[src/rtl/segment_display.sv]
// segment_display: registered hex-to-seven-segment decoder with enable, blank, lamp test and polarity
module segment_display #(
  parameter bit ACTIVE_LOW = 1'b0
) (
  input  logic clk,
  input  logic rst_n,
  input  logic x1,
  input  logic x2,
  input  logic x3,
  input  logic x4,
  input  logic en,
  input  logic blank,
  input  logic lamp_test,
  output logic a,
  output logic b,
  output logic c,
  output logic d,
  output logic e,
  output logic f,
  output logic g
);
  localparam logic [6:0] POL = {7{ACTIVE_LOW}};
  logic [6:0] glyph;
  logic [6:0] lit_next;
  logic [6:0] seg;
  // Glyph table, abcdefg with a lit segment as 1
  always_comb begin
    glyph = 7'b0000000;
    case ({x1, x2, x3, x4})
      4'h0: glyph = 7'b1111110;
      4'h1: glyph = 7'b0110000;
      4'h2: glyph = 7'b1101101;
      4'h3: glyph = 7'b1111001;
      4'h4: glyph = 7'b0110011;
      4'h5: glyph = 7'b1011011;
      4'h6: glyph = 7'b1011111;
      4'h7: glyph = 7'b1110000;
      4'h8: glyph = 7'b1111111;
      4'h9: glyph = 7'b1110011;
      4'ha: glyph = 7'b1110111;
      4'hb: glyph = 7'b0011111;
      4'hc: glyph = 7'b1001110;
      4'hd: glyph = 7'b0111101;
      4'he: glyph = 7'b1001111;
      4'hf: glyph = 7'b1000111;
      default: glyph = 7'b0000000;
    endcase
  end
  // Override priority: lamp test, then blank, then the decoded glyph
  always_comb begin
    lit_next = lamp_test ? 7'b1111111 : blank ? 7'b0000000 : glyph;
  end
  // Segment register holds the pad-polarity value so the outputs come straight from flops
  always_ff @(posedge clk or negedge rst_n) begin
    if (!rst_n) seg <= POL;
    else if (lamp_test || blank || en) seg <= lit_next ^ POL;
  end
  assign {a, b, c, d, e, f, g} = seg;
endmodule

[config.mk]
export PLATFORM = sky130hd
export DESIGN_NAME = segment_display
export DESIGN_NICKNAME = d
export VERILOG_FILES = /design/src/rtl/segment_display.sv
export SDC_FILE = /design/constraint.sdc
export NUM_CORES = 1
export LEC_CHECK = 0
export CORE_AREA = 2 2 39 41
export CTS_BUF_LIST = sky130_fd_sc_hd__clkbuf_16
export CTS_CLUSTER_SIZE = 16
export DETAILED_ROUTE_END_ITERATION = 12
export DIE_AREA = 0 0 41 43
export GPL_ROUTABILITY_DRIVEN = 0
export GPL_TIMING_DRIVEN = 0
export PLACE_DENSITY_LB_ADDON = 0.15
export RECOVER_POWER = 25
export SLEW_MARGIN = 20
export SYNTH_ARGS = -nofsm -noshare
export SYNTH_HDL_FRONTEND = slang
export SYNTH_SLANG_ARGS = --single-unit
[constraint.sdc]
create_clock -name clk -period 0.87 [get_ports clk]
set_input_delay 0.087 -clock clk [delete_from_list [all_inputs] [get_ports clk]]
set_output_delay 0.087 -clock clk [all_outputs]
set_load 0.01 [all_outputs]
==> results.yml, run 1 <==
status:
  run_status: "complete, no violations"
final_layout:
  area_growth_pct: 68.5
  fin_nets: 91
  layout_common_cells: "buf_2, dfrtp_1"
  largest_register_ff_count: 7
  max_flop_register: "seg"
  post_route_cells_drive_above_1_share: 0.474
  reg_top3: "seg x7"
  leading_cell_type_in_the_layout_fill_and_taps_excluded: "buf_2"
  n_antenna_cell: 0
clock_tree:
  cts-buffers-inserted: 3
  cts_hold_repair.buffers: 0
  worst_setup_hold_path_clk_slew_ns: 0.04
  tritoncts: "yes"
  maximum_level_of_the_cts_h_tree: 1
  cts_root_buffer: "clkbuf_16"
  cts-root-to-sink-buffers: 2
  cts.sinks: 7
  worstSkewPairLatency_ns: 0.23
die:
  chipWidth_um: 41
  die_h_um: 43
  floorplan.io_pins: 16
  fp.dieArea_um2: 1760
  floorplan.core_area_um2: 1380
  initial_core_util: 0.387
  rows: 14
sta:
  rsz0062_at_grt: "yes"
  hold_viol: 0
  clock-skew-final_ns: 0
  post-route-min-period_ns: 0.858
  timing.fmax_ghz: 1.17
  worst_slew_pin_slew_ns: 0.330
  fin_crit_sh: 0.986
  setup-violations-final: 0
  postLayoutSetupSlackWorst_ns: 0.0124
  worst_slew_margin_rel: 0.779
  hold-worst-slack_ns: 0.191
  maxSlewViolCount: 0
synthesis:
  netlist_instances: 52
  post_synth_num_cell_types: 24
  ys_seq_area_frac: 0.327
  netlist_area_um2: 536
  ys_warn_count: 0
  syn-num-nets: 66
  syn_area_per_cell_um2: 10.3
  yosys_register_bits: 7
global_routing:
  antenna_found_initial: 0
  grt_max_degree: 8
  globalRouteOverflowTotal: 0
  first_global_vias: 485
  globalRouteTotalUtil: 0.171
  global_route_wire_length_before_repair_um: 2050
critical_path:
  cp-end-kind: "flip-flop"
  worst-setup-path-type: "in -> reg"
  path_max_fanout: 5
  critical_path_arrival_ns: 0.99
  cp-start-kind: "input port"
  cp.required_ns: 1.00
  path_cells: "buf_6 -> inv_12 -> ha_4 -> nand2b_1 -> and3_1 -> o31ai_1"
  critPathMaxStageDelay_ns: 0.26
  critical_path.slowest_cell: "ha_4"
  r2r_cells: 1
placement:
  detailedPlacementHpwl_um: 891
  place.port_buffers: 15
  place_worst_setup_slack_ns: -0.970
worst_hold_path:
  timing.hold.worst.class: "in -> async"
route:
  detail_route.drc_violations: 0
  vias_per_cell: 5.38
  routed_wire_length_per_instance_um: 14.3
  drtPass1Iterations: 5
  via_count: 495
  drtIter0Drc: 13
  detail-route-antenna-nets: 0
  totalWireLength_um: 1310
pwr:
  power_leakage_nw: 0.400
  peakVddDrop_mv: 0.746
  power.density_cell_area_nw_per_um2: 1620
run:
  max_cap_viols: 0
==> logic make-up after synthesis <==
kind of cell               Yosys count  share of synthesized area
DFF                                  7                      0.327
AOI/OAI and AO/OA                   16                      0.208
adders and majority gates            5                      0.117
muxes                                6                      0.117
and+or+nand+nor                     14                      0.150
buffers and inverters                4                     0.0818
==> metrics by stage <==
stage	utilization	power, mW	instance area, um^2	TNS [ns]	cells
final	0.652	1.46	902	0	92
after global routing	0.652	1.52	902	-0.0114	92
after CTS	0.651	1.46	901	0	92
after detailed placement	0.560	0.675	774	-6.34	83
after global placement	0.560	0.671	774	-6.21	83
after floorplan	-	0.530	604	-0.0868	52
==> synthesized netlist by cell type (all sizes together) <==
master,n,area [um^2]
dfrtp,7,175
a21oi,5,25.0
ha,5,62.6
mux2i,4,40.0
nand2b,4,25.0
nor2,3,13.8
a221o,2,20.0
and3,2,12.5
inv,2,7.51
mux2,2,22.5
nor2b,2,12.5
o21ai,2,10.0
o31ai,2,15.0
a211o,1,8.76
a21boi,1,7.51
a221oi,1,8.76
a22oi,1,7.51
and2b,1,7.51
buf,1,11.3
clkbuf,1,25.0
nand2,1,3.75
nor3,1,5.00
o32ai,1,8.76
==> worst max-delay path, delay by kind of cell <==
family                     cells  cell delay (ns)
AOI/OAI and AO/OA              1             0.21
buffers and inverters          2             0.17
adders and majority gates      1             0.26
and+or+nand+nor                2             0.25
==> per-layer routing <==
metal | GRT usage | vias to the layer above | wire, um
li1 | - | 240 | -
met1 | 0.192 | 227 | 524
met2 | 0.281 | 23 | 643
met3 | 0.0471 | 5 | 107
met4 | 0.0800 | 0 | 36
met5 | 0 | - | 0
==> layout make-up <==
cell class              count  area (um^2)
flip-flops and latches      7          175
clock buffers               3         75.1
multi-input cells          41          415
plain buffers               2         36.3
repair buffers             20          144
fillers                   122          482
clock inverters             1         3.75
inverters                   2         32.5
well taps                  16         20.0
==> report_power, final <==
part / switching (mW) / internal (mW) / total [mW]
clock: 0.174 / 0.598 / 0.771
sequential: 0.0124 / 0.354 / 0.366
combinational: 0.160 / 0.164 / 0.324
==> repair_timing <==
item / 4_1_cts / 5_1_grt
setup buffers: 4 / 0
resized for setup: 58 / 5
setup endpoints to repair: 14 / 6
gates cloned: 1 / 0
pin swaps: 0 / 1
==> worst paths after layout <==
check / startpoint / to / slack, ns
worst max-delay path: x4 / seg[3]$_DFFE_PN0P_ / 0.01
worst min-delay path: rst_n / seg[3]$_DFFE_PN0P_ / 0.19
worst max register to register: seg[1]$_DFFE_PN0P_ / seg[1]$_DFFE_PN0P_ / 0.08
worst min register to register: seg[4]$_DFFE_PN0P_ / seg[4]$_DFFE_PN0P_ / 0.48
max in group asynchronous: rst_n / seg[4]$_DFFE_PN0P_ / 0.43
min in group clk: x3 / seg[5]$_DFFE_PN0P_ / 0.24
(Power assumes the default switching activity.)
==> run 2: changes to the inputs <==
--- a/config.mk
+++ b/config.mk
@@ -5,6 +5,7 @@
 export SDC_FILE = /design/constraint.sdc
 export NUM_CORES = 1
 export LEC_CHECK = 0
+export ABC_CLOCK_PERIOD_IN_PS = 870
 export CORE_AREA = 2 2 39 41
 export CTS_BUF_LIST = sky130_fd_sc_hd__clkbuf_16
 export CTS_CLUSTER_SIZE = 16
==> results of run 2 <==
The final DEF is identical to that of run 1; final timing and power are the same.
